File: src/rtl/rt_jtag_dtm.sv
// JTAG TAP controller plus RISC-V 0.13 DTM (IDCODE/DTMCS/DMI) issuing DMI requests on TCK.
// Optional RT_DTM_BUSY_CNT_EN adds a 16-bit BUSYCNT DR (IR 0x12) counting busy DMI captures.
module rt_jtag_dtm #(
  parameter int unsigned IrLength = 5,
  parameter logic [31:0] IdCode   = 32'h0000_0001,
  parameter int unsigned AbitsDmi = 7
) (
  input  logic                clk_i,
  input  logic                rst_ni,
  input  logic                tms_i,
  input  logic                tdi_i,
  output logic                tdo_o,
  output logic                tdo_oe_o,
  output logic                dmi_req_valid_o,
  input  logic                dmi_req_ready_i,
  output logic [AbitsDmi-1:0] dmi_req_addr_o,
  output logic [1:0]          dmi_req_op_o,
  output logic [31:0]         dmi_req_data_o,
  input  logic                dmi_resp_valid_i,
  output logic                dmi_resp_ready_o,
  input  logic [31:0]         dmi_resp_data_i,
  input  logic [1:0]          dmi_resp_resp_i,
  output logic                dmi_rst_no
);

  localparam int unsigned DrW = AbitsDmi + 34;

  localparam logic [3:0] StTlr     = 4'h0;
  localparam logic [3:0] StIdle    = 4'h1;
  localparam logic [3:0] StSelDr   = 4'h2;
  localparam logic [3:0] StCapDr   = 4'h3;
  localparam logic [3:0] StShiftDr = 4'h4;
  localparam logic [3:0] StExit1Dr = 4'h5;
  localparam logic [3:0] StPauseDr = 4'h6;
  localparam logic [3:0] StExit2Dr = 4'h7;
  localparam logic [3:0] StUpdDr   = 4'h8;
  localparam logic [3:0] StSelIr   = 4'h9;
  localparam logic [3:0] StCapIr   = 4'ha;
  localparam logic [3:0] StShiftIr = 4'hb;
  localparam logic [3:0] StExit1Ir = 4'hc;
  localparam logic [3:0] StPauseIr = 4'hd;
  localparam logic [3:0] StExit2Ir = 4'he;
  localparam logic [3:0] StUpdIr   = 4'hf;

  localparam logic [IrLength-1:0] IrIdcode = IrLength'(5'h01);
  localparam logic [IrLength-1:0] IrDtmcs  = IrLength'(5'h10);
  localparam logic [IrLength-1:0] IrDmi    = IrLength'(5'h11);

  localparam logic [2:0] SelBypass = 3'd0;
  localparam logic [2:0] SelIdcode = 3'd1;
  localparam logic [2:0] SelDtmcs  = 3'd2;
  localparam logic [2:0] SelDmi    = 3'd3;
`ifdef RT_DTM_BUSY_CNT_EN
  localparam logic [IrLength-1:0] IrBusy  = IrLength'(5'h12);
  localparam logic [2:0]          SelBusy = 3'd4;
`endif

  logic [3:0]          state_q, state_d;
  logic [IrLength-1:0] ir_q, ir_shift_q;
  logic [DrW-1:0]      dr_q, dr_d;
  logic [2:0]          dr_sel;

  logic [1:0]          sticky_q, sticky_d, sticky_eff;
  logic                pending_q, pending_d, pending_eff;
  logic [31:0]         resp_data_q, resp_data_d, resp_data_eff;
  logic                req_valid_q, req_valid_d;
  logic [AbitsDmi-1:0] req_addr_q, req_addr_d;
  logic [1:0]          req_op_q, req_op_d;
  logic [31:0]         req_data_q, req_data_d;
  logic                rst_n_q, hard_rst;
  logic [1:0]          cap_op, upd_op;
  logic [31:0]         dtmcs_cap;
  logic                dmi_cap, dmi_upd, dtmcs_upd;
`ifdef RT_DTM_BUSY_CNT_EN
  logic [15:0]         busy_cnt_q, busy_cnt_d;
`endif

  // TAP state machine
  always_comb begin
    state_d = StTlr;
    case (state_q)
      StTlr:     state_d = tms_i ? StTlr     : StIdle;
      StIdle:    state_d = tms_i ? StSelDr   : StIdle;
      StSelDr:   state_d = tms_i ? StSelIr   : StCapDr;
      StCapDr:   state_d = tms_i ? StExit1Dr : StShiftDr;
      StShiftDr: state_d = tms_i ? StExit1Dr : StShiftDr;
      StExit1Dr: state_d = tms_i ? StUpdDr   : StPauseDr;
      StPauseDr: state_d = tms_i ? StExit2Dr : StPauseDr;
      StExit2Dr: state_d = tms_i ? StUpdDr   : StShiftDr;
      StUpdDr:   state_d = tms_i ? StSelDr   : StIdle;
      StSelIr:   state_d = tms_i ? StTlr     : StCapIr;
      StCapIr:   state_d = tms_i ? StExit1Ir : StShiftIr;
      StShiftIr: state_d = tms_i ? StExit1Ir : StShiftIr;
      StExit1Ir: state_d = tms_i ? StUpdIr   : StPauseIr;
      StPauseIr: state_d = tms_i ? StExit2Ir : StPauseIr;
      StExit2Ir: state_d = tms_i ? StUpdIr   : StShiftIr;
      StUpdIr:   state_d = tms_i ? StSelDr   : StIdle;
      default:   state_d = StTlr;
    endcase
  end

  // Unknown instructions fall back to BYPASS
  always_comb begin
    dr_sel = SelBypass;
    if (ir_q == IrIdcode)      dr_sel = SelIdcode;
    else if (ir_q == IrDtmcs)  dr_sel = SelDtmcs;
    else if (ir_q == IrDmi)    dr_sel = SelDmi;
`ifdef RT_DTM_BUSY_CNT_EN
    else if (ir_q == IrBusy)   dr_sel = SelBusy;
`endif
  end

  // A response arriving this cycle is treated as already completed by capture/update
  always_comb begin
    pending_eff   = dmi_resp_valid_i ? 1'b0 : pending_q;
    resp_data_eff = dmi_resp_valid_i ? dmi_resp_data_i : resp_data_q;
    sticky_eff    = sticky_q;
    if (dmi_resp_valid_i && (dmi_resp_resp_i == 2'd2)) sticky_eff = 2'd2;
    if (dmi_resp_valid_i && (dmi_resp_resp_i == 2'd3)) sticky_eff = 2'd3;
    cap_op    = pending_eff ? 2'd3 : sticky_eff;
    upd_op    = dr_q[1:0];
    dtmcs_cap = {17'b0, 3'd1, sticky_eff, 6'(AbitsDmi), 4'd1};
    dmi_cap   = (state_q == StCapDr) && (dr_sel == SelDmi);
    dmi_upd   = (state_q == StUpdDr) && (dr_sel == SelDmi);
    dtmcs_upd = (state_q == StUpdDr) && (dr_sel == SelDtmcs);
  end

  always_comb begin
    dr_d = dr_q;
    if (state_q == StCapDr) begin
      case (dr_sel)
        SelIdcode: dr_d = DrW'(IdCode);
        SelDtmcs:  dr_d = DrW'(dtmcs_cap);
        SelDmi:    dr_d = {req_addr_q, resp_data_eff, cap_op};
`ifdef RT_DTM_BUSY_CNT_EN
        SelBusy:   dr_d = DrW'(busy_cnt_q);
`endif
        default:   dr_d = '0;
      endcase
    end else if (state_q == StShiftDr) begin
      case (dr_sel)
        SelIdcode, SelDtmcs: dr_d = DrW'({tdi_i, dr_q[31:1]});
        SelDmi:              dr_d = {tdi_i, dr_q[DrW-1:1]};
`ifdef RT_DTM_BUSY_CNT_EN
        SelBusy:             dr_d = DrW'({tdi_i, dr_q[15:1]});
`endif
        default:             dr_d = DrW'(tdi_i);
      endcase
    end
  end

  // DMI request / response bookkeeping
  always_comb begin
    sticky_d    = sticky_eff;
    pending_d   = pending_eff;
    resp_data_d = resp_data_eff;
    req_valid_d = req_valid_q && !dmi_req_ready_i;
    req_addr_d  = req_addr_q;
    req_op_d    = req_op_q;
    req_data_d  = req_data_q;
    hard_rst    = 1'b0;
    if (dmi_cap && pending_eff) sticky_d = 2'd3;
    if (dmi_upd) begin
      if (pending_eff) begin
        sticky_d = 2'd3;
      end else if ((sticky_eff == 2'd0) && ((upd_op == 2'd1) || (upd_op == 2'd2))) begin
        req_valid_d = 1'b1;
        req_addr_d  = dr_q[DrW-1:34];
        req_data_d  = dr_q[33:2];
        req_op_d    = upd_op;
        pending_d   = 1'b1;
      end
    end
    if (dtmcs_upd && dr_q[16]) sticky_d = 2'd0;
    // Hardreset overrides any response landing in the same cycle
    if (dtmcs_upd && dr_q[17]) begin
      sticky_d    = 2'd0;
      pending_d   = 1'b0;
      req_valid_d = 1'b0;
      hard_rst    = 1'b1;
    end
  end

`ifdef RT_DTM_BUSY_CNT_EN
  always_comb begin
    busy_cnt_d = busy_cnt_q;
    if (dmi_cap && (cap_op == 2'd3) && (busy_cnt_q != 16'hffff)) busy_cnt_d = busy_cnt_q + 16'd1;
    if ((state_q == StUpdDr) && (dr_sel == SelBusy)) busy_cnt_d = '0;
    if (hard_rst) busy_cnt_d = '0;
  end

  always_ff @(posedge clk_i or negedge rst_ni) begin
    if (!rst_ni) busy_cnt_q <= '0;
    else         busy_cnt_q <= busy_cnt_d;
  end
`endif

  always_ff @(posedge clk_i or negedge rst_ni) begin
    if (!rst_ni) begin
      state_q     <= StTlr;
      ir_q        <= IrIdcode;
      ir_shift_q  <= '0;
      dr_q        <= '0;
      sticky_q    <= '0;
      pending_q   <= 1'b0;
      resp_data_q <= '0;
      req_valid_q <= 1'b0;
      req_addr_q  <= '0;
      req_op_q    <= '0;
      req_data_q  <= '0;
      rst_n_q     <= 1'b1;
    end else begin
      state_q <= state_d;
      if (state_q == StTlr)        ir_q <= IrIdcode;
      else if (state_q == StUpdIr) ir_q <= ir_shift_q;
      if (state_q == StCapIr)        ir_shift_q <= IrLength'(1);
      else if (state_q == StShiftIr) ir_shift_q <= {tdi_i, ir_shift_q[IrLength-1:1]};
      dr_q        <= dr_d;
      sticky_q    <= sticky_d;
      pending_q   <= pending_d;
      resp_data_q <= resp_data_d;
      req_valid_q <= req_valid_d;
      req_addr_q  <= req_addr_d;
      req_op_q    <= req_op_d;
      req_data_q  <= req_data_d;
      rst_n_q     <= !hard_rst;
    end
  end

  always_ff @(negedge clk_i or negedge rst_ni) begin
    if (!rst_ni) begin
      tdo_o    <= 1'b0;
      tdo_oe_o <= 1'b0;
    end else begin
      tdo_oe_o <= (state_q == StShiftDr) || (state_q == StShiftIr);
      if (state_q == StShiftIr)      tdo_o <= ir_shift_q[0];
      else if (state_q == StShiftDr) tdo_o <= dr_q[0];
      else                           tdo_o <= 1'b0;
    end
  end

  assign dmi_req_valid_o  = req_valid_q;
  assign dmi_req_addr_o   = req_addr_q;
  assign dmi_req_op_o     = req_op_q;
  assign dmi_req_data_o   = req_data_q;
  assign dmi_resp_ready_o = 1'b1;
  assign dmi_rst_no       = rst_n_q;

endmodule

File: config.mk
export PLATFORM = sky130hd
export DESIGN_NAME = rt_jtag_dtm
export DESIGN_NICKNAME = d
export VERILOG_FILES = /design/src/rtl/rt_jtag_dtm.sv
export SDC_FILE = /design/constraint.sdc
export NUM_CORES = 1
export LEC_CHECK = 0
export CAP_MARGIN = 20
export CORE_MARGIN = 3
export CORE_UTILIZATION = 50
export CTS_CLUSTER_SIZE = 16
export DETAILED_ROUTE_END_ITERATION = 10
export DONT_BUFFER_PORTS = 1
export MAX_ROUTING_LAYER = met4
export SLEW_MARGIN = 20
export SYNTH_ARGS = -nofsm -noshare
export SYNTH_HDL_FRONTEND = slang
export SYNTH_SLANG_ARGS = --single-unit
File: constraint.sdc
create_clock -name clk_i -period 2.2 [get_ports clk_i]
set_clock_uncertainty 0.2 [all_clocks]
set_input_delay 0.11 -clock clk_i [delete_from_list [all_inputs] [get_ports clk_i]]
set_output_delay 0.11 -clock clk_i [all_outputs]
set_load 0.05 [all_outputs]
==> qor.txt, run 1 <==
sequential fraction of the synthesis area -> 58.2%
multi-input logic area -> 2310 sq um
total power draw -> 8.50 mW
Levels on crit path -> 1
Yosys top cell by area -> dfrtp_1
vias in the first global route -> 4232
via/cell ratio -> 5.65
clock latency at the later pin of the worst-skew pair -> 0.41 ns
Port Buf Inserts -> 0
Critical Path Max Stage Delay -> 0.44 ns
GRT Util Overall -> 21.9%
clk slew on worst S/H paths -> 0.05 ns
CTS Hold Bufs -> 71
core area -> 11100 sq um
Filler Cell Count -> 854
global route overflow -> 0
post-route ant nets -> 0
Sequential Power Share -> 39.1%
HPWL reported at the end of detailed placement -> 7900 microns
num rows -> 38
cell family with most CP delay -> flip-flops
number of synthesized flops with an enable pin -> 0
TritonCTS Buffers -> 17
Syn. warnings -> 0
Sw Share -> 31.7%
Pint -> 5.80 mW
Comb pwr share -> 30.1%
Hold Slack -> -0.807 ns
pre-CTS setup slack -> -0.133 ns
cell leakage power -> 3.49 nW
CTS tree -> built
DRC errors left -> 0
HP Class -> primary input to async pin
Critical Path RT -> 1.89 ns
mean post-synth cell area -> 12.1 sq um
clk buf depth -> 2
Startpoint Class -> flop
violated checks -> hold timing, setup timing
Yosys cell types -> 57
die extent in x -> 114 microns
Post-Syn Instances -> 481
Routed wire per std cell -> 18.2 microns
initial drt markers -> 231
length in cells of the worst reg-to-reg path -> 2
via count -> 4099
max_slew headroom -> 65.6%
ant diodes -> 0
RSZ-0062 raised after global routing -> true
H-tree Lvls -> 4
maximum vdd drop -> 0.691 mV
Placed Cells incl. Taps -> 617
CP endpoint kind -> primary output
Register Area -> 3380 sq um
routed wire length -> 13200 microns
Syn Nets -> 521
Root Buffer -> clkbuf_16
largest net degree at the start of global routing -> 136
Seq cells post-synth -> 135
worst path bufs/invs -> 1
chip height -> 114 microns
crit path setup slack, layout -> -0.177 ns
# IOs -> 86
Main synth FF type -> dfrtp_1
routability cong. -> 0.807
Async S/R FF share, synth -> 100%
Pwr per Cell Area -> 1140 nW/um^2
Pre-Repair DR Iteration Count -> 4
ranking of synthesized cells by area -> dfrtp_1 (56%), mux2_1 (7.6%), mux2_2 (6.6%)
DIE AREA -> 13000 sq um
post-route insts no fill -> 725
Starting Density -> 52.5%
Switch Pwr -> 2.69 mW
Final Hold Fails -> 133
synthesized cell area -> 5810 sq um
antenna violations before repair -> 0
post-layout util -> 67.1%
fraction of layout cells with a size suffix above 1 -> 18.8%
Layout area overhead -> 28.0%
Slowest cell on crit path -> dfrtn_1
crit path cell chain -> buf_12
clk sinks -> 135
MaxCap Viol Count -> 0
Clock Power Share -> 30.8%
Yosys top cell area share -> 56.4%
Worst EP arrival -> 2.07 ns
worst slew pin tran -> 0.516 ns
status -> finished, violations left
Setup-failing EPs final -> 4
path type of the worst setup path -> flop to primary output
max-slew violations -> 0
first-pass GRT wire length -> 21600 microns
Final nets -> 612
Crit Path Max Fanout -> 1
==> final cells by class <==
class | instances | area share (%)
Multi-Input combinational cell | 311 | 31.0
Sequential cell | 135 | 45.5
Timing Repair Buffer | 102 | 13.6
Clock buffer | 28 | 6.68
Tap cell | 140 | 2.36
Inverter | 5 | 0.252
Clock inverter | 4 | 0.639
==> repair_timing <==
action	CTS	global route
gates resized for setup	1	7
cloned	0	2
pin swaps	3	1
setup buffers	1	3
hold endpoints to repair	209	133
endpoints found under the setup margin	4	79
==> kinds of logic after synthesis <==
group | Yosys count | synth area share, %
flops | 135 | 58.2
simple gates | 127 | 11.0
compound gates | 97 | 11.5
mux | 83 | 15.9
buf+inv | 37 | 3.17
xor+xnor | 1 | 0.151
other cells | 1 | 0.0645
==> metal layers <==
| metal | part of all wire, % | wire (microns) | vias up | track usage, % |
|---|---|---|---|---|
| met5 | 0 | 0 | - | - |
| met4 | 1.7 | 220 | 0 | 8.47 |
| met3 | 4.8 | 630 | 18 | 5.68 |
| met2 | 49 | 6510 | 102 | 34.2 |
| met1 | 44 | 5830 | 2063 | 27.8 |
| li1 | - | - | 1916 | - |
==> registers in the layout, summed over array words and instances, names as in the netlist <==
register	cells
dr_q	41
dmi_req_data_o	32
resp_data_q	32
dmi_req_addr_o	7
ir_q	5
ir_shift_q	5
state_q	4
dmi_req_op_o	2
sticky_q	2
dmi_req_valid_o	1
dmi_rst_no	1
pending_q	1
tdo_o	1
tdo_oe_o	1
==> power by group through the flow <==
stage	registers (mW)	clock network, mW	logic (mW)
2_1_floorplan	3.28	0	1.63
3_3_place_gp	3.34	0	2.17
3_5_place_dp	3.37	0	2.23
4_1_cts	3.32	2.66	2.41
5_1_grt	3.39	2.78	2.81
6_report	3.32	2.61	2.56
==> synth_stat cells (2+ instances only) <==
cell type  number
dfrtp_1       131
nand2_1        73
mux2_1         39
mux2_2         34
a22oi_1        26
a21oi_1        23
nor2_1         16
buf_2          15
o21ai_0        13
mux2i_1        10
clkbuf_1        8
o31ai_1         8
nor2b_1         6
buf_1           5
inv_1           5
o22ai_1         5
nand2b_1        4
nand3_1         4
nor3_1          4
a211oi_1        3
a32oi_1         3
buf_6           3
nand3b_1        3
and3_1          2
dfrtn_1         2
dfstp_2         2
nand4_1         2
o41ai_1         2
or4b_4          2
==> metrics by stage <==
stage | setup TNS [ns] | area (sq um)
floorplan | -0.415 | 5840
global placement | -0.190 | 6100
detailed placement | -0.234 | 6100
CTS | -0.622 | 7370
global route | -0.745 | 7440
finish | -0.585 | 7440
==> placed cells by master, fill, tap and decap left out, types with 16 or more instances in the layout <==
| cell | count |
|---|---|
| dlygate4sd3_1 | 70 |
| mux2_1 | 39 |
| clkbuf_16 | 17 |
| a21oi_1 | 22 |
| dfrtp_1 | 131 |
| nor2_1 | 16 |
| buf_4 | 25 |
| a22oi_1 | 26 |
| nand2_1 | 73 |
| mux2_2 | 34 |
==> path summary, 6_finish.rpt <==
kind	from	to	slack, ns
worst max-delay path	tdo_oe_o	tdo_oe_o	-0.18
worst min-delay path	rst_ni	dmi_req_data_o[17]	-0.81
worst max register to register	state_q[3]	tdo_o	-0.12
worst min register to register	dr_q[39]	dr_q[39]	0.30
max in group asynchronous	rst_ni	tdo_oe_o	1.38
min in group clk_i	tms_i	state_q[1]	0.04
(Power assumes the default switching activity.)
==> run 2, diff against run 1 <==
--- a/config.mk
+++ b/config.mk
@@ -5,13 +5,15 @@
 export SDC_FILE = /design/constraint.sdc
 export NUM_CORES = 1
 export LEC_CHECK = 0
-export CAP_MARGIN = 20
+export CAP_MARGIN = 5
 export CORE_MARGIN = 3
 export CORE_UTILIZATION = 50
 export CTS_CLUSTER_SIZE = 16
 export DETAILED_ROUTE_END_ITERATION = 10
 export DONT_BUFFER_PORTS = 1
+export GPL_TIMING_DRIVEN = 0
 export MAX_ROUTING_LAYER = met4
+export PLACE_DENSITY = 0.68
 export SLEW_MARGIN = 20
 export SYNTH_ARGS = -nofsm -noshare
 export SYNTH_HDL_FRONTEND = slang
==> constraint.sdc (replaced) <==
create_clock -name clk_i -period 2 [get_ports clk_i]
set_clock_uncertainty 0.2 [all_clocks]
set_input_delay 0.1 -clock clk_i [delete_from_list [all_inputs] [get_ports clk_i]]
set_output_delay 0.1 -clock clk_i [all_outputs]
set_load 0.05 [all_outputs]
==> qor.txt, run 2 (synthesis results as in run 1) <==
routability cong. -> 0.808 (about the same)
worst setup path start -> state_q[1]
routed wire length -> 15500 microns (+18%)
maximum vdd drop -> 0.902 mV (+31%)
crit path setup slack, layout -> -0.369 ns (-0.192 ns)
clk slew on worst S/H paths -> 0.06 ns (about the same)
Starting Density -> 52.5% (unchanged)
via count -> 4319 (+5.4%)
GRT Util Overall -> 22.5% (+0.57 points)
Pwr per Cell Area -> 1280 nW/um^2 (+12%)
post-route setup TNS -> -10.30 ns (-9.72 ns)
clock latency at the later pin of the worst-skew pair -> 0.41 ns (about the same)
CTS Hold Bufs -> 40 (-44%)
MaxCap Viol Count -> 0 (unchanged)
Placed Cells incl. Taps -> 621 (+0.65%)
TritonCTS Buffers -> 17 (unchanged)
via/cell ratio -> 5.98 (+5.8%)
clk buf depth -> 2 (unchanged)
DIE AREA -> 13000 sq um (unchanged)
post-route insts no fill -> 722 (-0.41%)
CP Capture Point -> tdo_o
Routed wire per std cell -> 21.5 microns (+18%)
Root Buffer -> clkbuf_16
reg-to-reg startpoint -> state_q[1]
path type of the worst setup path -> flop to flop
status -> finished, violations left
HP Class -> primary input to async pin
global route overflow -> 0 (unchanged)
violated checks -> hold timing, setup timing
Filler Cell Count -> 711 (-17%)
Startpoint Class -> flop
CTS tree -> built
# IOs -> 86 (unchanged)
post-layout util -> 72.0% (+4.8 points)
HPWL reported at the end of detailed placement -> 8610 microns (+9.0%)
cell leakage power -> 3.75 nW (+7.4%)
most frequent cells in the layout -> dfrtp_1 (128), nand2_1 (64), dlygate4sd3_1 (40)
RSZ-0062 raised after global routing -> true
fraction of layout cells with a size suffix above 1 -> 38.0% (+19 points)
die extent in x -> 114 microns (unchanged)
Layout area overhead -> 37.2%
Final nets -> 610 (-0.33%)
largest net degree at the start of global routing -> 136 (unchanged)
commonest non-fill, non-tap cell in the layout -> dfrtp_1
max-slew violations -> 0 (unchanged)
DRC errors left -> 0 (unchanged)
initial drt markers -> 344 (+49%)
Pre-Repair DR Iteration Count -> 4 (unchanged)
Largest Register -> dr_q
core area -> 11100 sq um (unchanged)
Crit Path Max Fanout -> 5 (+4)
Final Hold Fails -> 133 (unchanged)
Setup-failing EPs final -> 82 (+78)
CP endpoint kind -> flop
R2R Setup Slk -> -0.37 ns (-0.25 ns)
first-pass GRT wire length -> 22100 microns (+2.6%)
H-tree Lvls -> 4 (unchanged)
num rows -> 38 (unchanged)
max_slew headroom -> 52.5% (-13 points)
vias in the first global route -> 4233 (+0.024%)
Hold Slack -> -0.823 ns (-0.0156 ns)
clk sinks -> 135 (unchanged)
Port Buf Inserts -> 0 (unchanged)
ant diodes -> 0 (unchanged)
Critical R2R Capture -> tdo_o
total power draw -> 10.2 mW (+20%)
Largest register FFs -> 41 (unchanged)
Critical Path RT -> 1.18 ns (-0.71 ns)
worst slew pin tran -> 0.712 ns (+0.197 ns)
post-route ant nets -> 0 (unchanged)
antenna violations before repair -> 0 (unchanged)
chip height -> 114 microns (unchanged)
Worst EP arrival -> 1.55 ns (-0.52 ns)
length in cells of the worst reg-to-reg path -> 3 (+1)
[run 2: worst min path at each step]
stage | end | cells past startpoint | startpoint
5_1_grt | dmi_req_data_o[16] | 0 | rst_ni
2_1_floorplan | dmi_req_addr_o[0] | 0 | rst_ni
3_3_place_gp | dmi_req_data_o[16] | 0 | rst_ni
4_1_cts | dmi_req_data_o[16] | 0 | rst_ni
6_report | dr_q[15] | 0 | rst_ni
3_5_place_dp | dmi_req_data_o[16] | 0 | rst_ni
[run 2: power by group]
group,internal (mW),switching (mW),total [mW]
logic,1.64,1.90,3.53
clock network,1.79,1.10,2.88
registers,3.24,0.555,3.80
total,6.67,3.55,10.2
[run 2: routing by layer]
| layer | up-vias | GRT usage (%) | routed length (microns) |
|---|---|---|---|
| li1 | 1919 | - | - |
| met1 | 2227 | 27.9 | 6440 |
| met2 | 148 | 36.2 | 7900 |
| met3 | 25 | 6.74 | 944 |
| met4 | 0 | 6.33 | 263 |
| met5 | - | - | 0 |
[run 2: metrics by stage]
step | instance area (sq um) | setup WS [ns]
finish | 7970 | -0.369
CTS | 7250 | -0.378
detailed placement | 6020 | -0.573
global route | 7970 | -0.423
global placement | 6020 | -0.530
floorplan | 5840 | -0.346
[run 2: critical path: stages (launching register included)]
cell,delay [ns]
dfrtp_1,0.38
buf_6,0.14
or3b_4,0.42
o32ai_4,0.21
[run 2: layout make-up]
class                   instances  area (sq um)  area share (%)
well taps                     140           175            2.20
flip-flops and latches        135          3380            42.5
repair buffers                 72           813            10.2
inverters                       5          22.5           0.283
clock inverters                 9          76.3           0.957
plain buffers                  29           284            3.56
multi-input cells             310          2740            34.4
clock buffers                  22           474            5.95
[run 2: repair_timing]
item | 4_1_cts | 5_1_grt
gates resized for setup | 45 | 117
endpoints found under the hold margin | 208 | 133
endpoints found under the setup margin | 89 | 96
pin swaps | 13 | 37
buffers inserted | 12 | 14
gates cloned | 3 | 6
==> run 3, diff against run 2 <==
--- a/config.mk
+++ b/config.mk
@@ -8,6 +8,7 @@
 export CAP_MARGIN = 5
 export CORE_MARGIN = 3
 export CORE_UTILIZATION = 50
+export CTS_BUF_LIST = sky130_fd_sc_hd__clkbuf_2 sky130_fd_sc_hd__clkbuf_4 sky130_fd_sc_hd__clkbuf_8
 export CTS_CLUSTER_SIZE = 16
 export DETAILED_ROUTE_END_ITERATION = 10
 export DONT_BUFFER_PORTS = 1
==> qor.txt, run 3 (synthesis results as in run 1) <==
first-pass GRT wire length -> 21300 microns (-3.5%)
Port Buf Inserts -> 0 (unchanged)
HPWL reported at the end of detailed placement -> 8610 microns (unchanged)
Pre-Repair DR Iteration Count -> 5 (+1)
Pwr per Cell Area -> 1180 nW/um^2 (-7.7%)
H-tree Lvls -> 4 (unchanged)
Largest Register -> dr_q
antenna violations before repair -> 0 (unchanged)
worst path bufs/invs -> 1 (unchanged)
Hold Slack -> -0.859 ns (-0.0361 ns)
Largest register FFs -> 41 (unchanged)
cell family with most CP delay -> simple AND/OR/NAND/NOR gates
vias in the first global route -> 4188 (-1.1%)
RSZ-0062 raised after global routing -> true
clk slew on worst S/H paths -> 0.08 ns (+0.02 ns)
Layout area overhead -> 29.6%
crit path cell chain -> clkbuf_8, or3b_4, o32ai_4
pre-CTS setup slack -> -0.573 ns (unchanged)
worst slew pin tran -> 0.662 ns (-0.0508 ns)
Placement Cell Area -> 6020 sq um (unchanged)
Setup-failing EPs final -> 50 (-39%)
global route overflow -> 0 (unchanged)
clock latency at the later pin of the worst-skew pair -> 0.45 ns (+0.04 ns)
Sequential Power Share -> 42.3% (+5.1 points)
CTS Hold Bufs -> 41 (+2.5%)
CTS tree -> built
fraction of layout cells with a size suffix above 1 -> 34.1% (-3.8 points)
Sw Share -> 35.3% (+0.59 points)
violated checks -> hold timing, setup timing
ant diodes -> 0 (unchanged)
initial drt markers -> 368 (+7.0%)
via count -> 4183 (-3.1%)
clk buf depth -> 2 (unchanged)
# IOs -> 86 (unchanged)
num rows -> 38 (unchanged)
largest net degree at the start of global routing -> 136 (unchanged)
Clock Power Share -> 23.5% (-4.7 points)
Final nets -> 608 (-0.33%)
MaxCap Viol Count -> 0 (unchanged)
die extent in x -> 114 microns (unchanged)
max-slew violations -> 0 (unchanged)
Comb pwr share -> 34.2% (-0.4 points)
Switch Pwr -> 3.15 mW (-11%)
chip height -> 114 microns (unchanged)
cell leakage power -> 3.58 nW (-4.5%)
via/cell ratio -> 5.81 (-2.9%)
Critical Path Max Stage Delay -> 0.42 ns (about the same)
post-route ant nets -> 0 (unchanged)
DRC errors left -> 0 (unchanged)
Critical Path RT -> 1.19 ns (about the same)
Startpoint Class -> flop
HP Class -> primary input to async pin
commonest non-fill, non-tap cell in the layout -> dfrtp_1
Routed wire per std cell -> 19.9 microns (-7.6%)
Starting Density -> 52.5% (unchanged)
most frequent cells in the layout -> dfrtp_1 (128), nand2_1 (72), dlygate4sd3_1 (41)
Final Hold Fails -> 133 (unchanged)
Crit Path Max Fanout -> 3 (-2)
Root Buffer -> clkbuf_8
status -> finished, violations left
TritonCTS Buffers -> 17 (unchanged)
Slowest cell on crit path -> or3b_4
Final Instance Area -> 7530 sq um (-5.5%)
max_slew headroom -> 55.9% (+3.4 points)
maximum vdd drop -> 0.860 mV (-4.7%)
core area -> 11100 sq um (unchanged)
GRT Util Overall -> 21.7% (-0.82 points)
clk sinks -> 135 (unchanged)
Worst EP arrival -> 1.60 ns (+0.05 ns)
total power draw -> 8.90 mW (-13%)
Pint -> 5.76 mW (-14%)
CP endpoint kind -> flop
path type of the worst setup path -> flop to flop
DIE AREA -> 13000 sq um (unchanged)
routability cong. -> 0.808 (unchanged)
crit path setup slack, layout -> -0.413 ns (-0.0441 ns)
routed wire length -> 14300 microns (-7.9%)
## run 3: changes by cell type in the layout (fill, tap and decap cells not counted), moves of 5 or more
cell,delta
nand2_2,-6
a22oi_2,-6
o31ai_4,-7
nand2_1,+8
buf_6,-5
buf_4,+7
o31ai_1,+6
clkbuf_8,+18
a22oi_1,+6
clkbuf_16,-18
## run 3: layer usage
layer	global-route usage, %	up-vias	part of all wire (%)
met2	35.1	122	50
met1	26.7	2143	43
met4	6.97	0	1.3
met5	-	-	0
met3	5.94	18	5.6
li1	-	1900	-
## run 3: final timing paths
check / start / endpoint / slack, ns / cells past startpoint
max: state_q[3] / tdo_o / -0.41 / 3
min: rst_ni / resp_data_q[21] / -0.86 / 0
max reg2reg: state_q[3] / tdo_o / -0.41 / 3
min reg2reg: resp_data_q[29] / resp_data_q[29] / 0.30 / 1
max in group asynchronous: rst_ni / tdo_oe_o / 1.34 / 0
min in group clk_i: dmi_resp_data_i[7] / resp_data_q[7] / 0.16 / 2
## run 3: power groups by stage
stage                     clock network [mW]  registers, mW  logic, mW
final                                   2.10           3.77       3.04
after global placement                     0           3.73       2.18
after floorplan                            0           3.60       1.79
after global routing                    2.24           3.84       3.31
after detailed placement                   0           3.75       2.25
after CTS                               2.13           3.69       2.53
## run 3: cell type report
cell class / count / area [sq um]
Clock inverter: 9 / 76.3
Tap cell: 140 / 175
Sequential cell: 135 / 3380
Inverter: 5 / 22.5
Clock buffer: 22 / 290
Fill cell: 764 / 3550
Timing Repair Buffer: 69 / 739
Buffer: 31 / 285
Multi-Input combinational cell: 309 / 2560
## run 3: timing repair
action	CTS	global route
buffers inserted	12	10
pin swaps	3	7
gates resized for setup	14	112
gates cloned	0	6
endpoints found under the hold margin	211	133
setup endpoints to repair	89	92
## run 3: worst reg2reg max path, stage by stage (launching register included)
cell,delay [ns]
dfrtp_1,0.40
clkbuf_8,0.14
or3b_4,0.42
o32ai_4,0.21
## run 3: stage by stage
step                utilization (%)  setup TNS [ns]  instances
CTS                            62.4          -16.21        704
detailed placement             54.3          -22.87        621
global route                   68.0          -13.15        720
global placement               54.3          -22.57        621
floorplan                         -          -0.615        481
finish                         68.0          -10.21        720
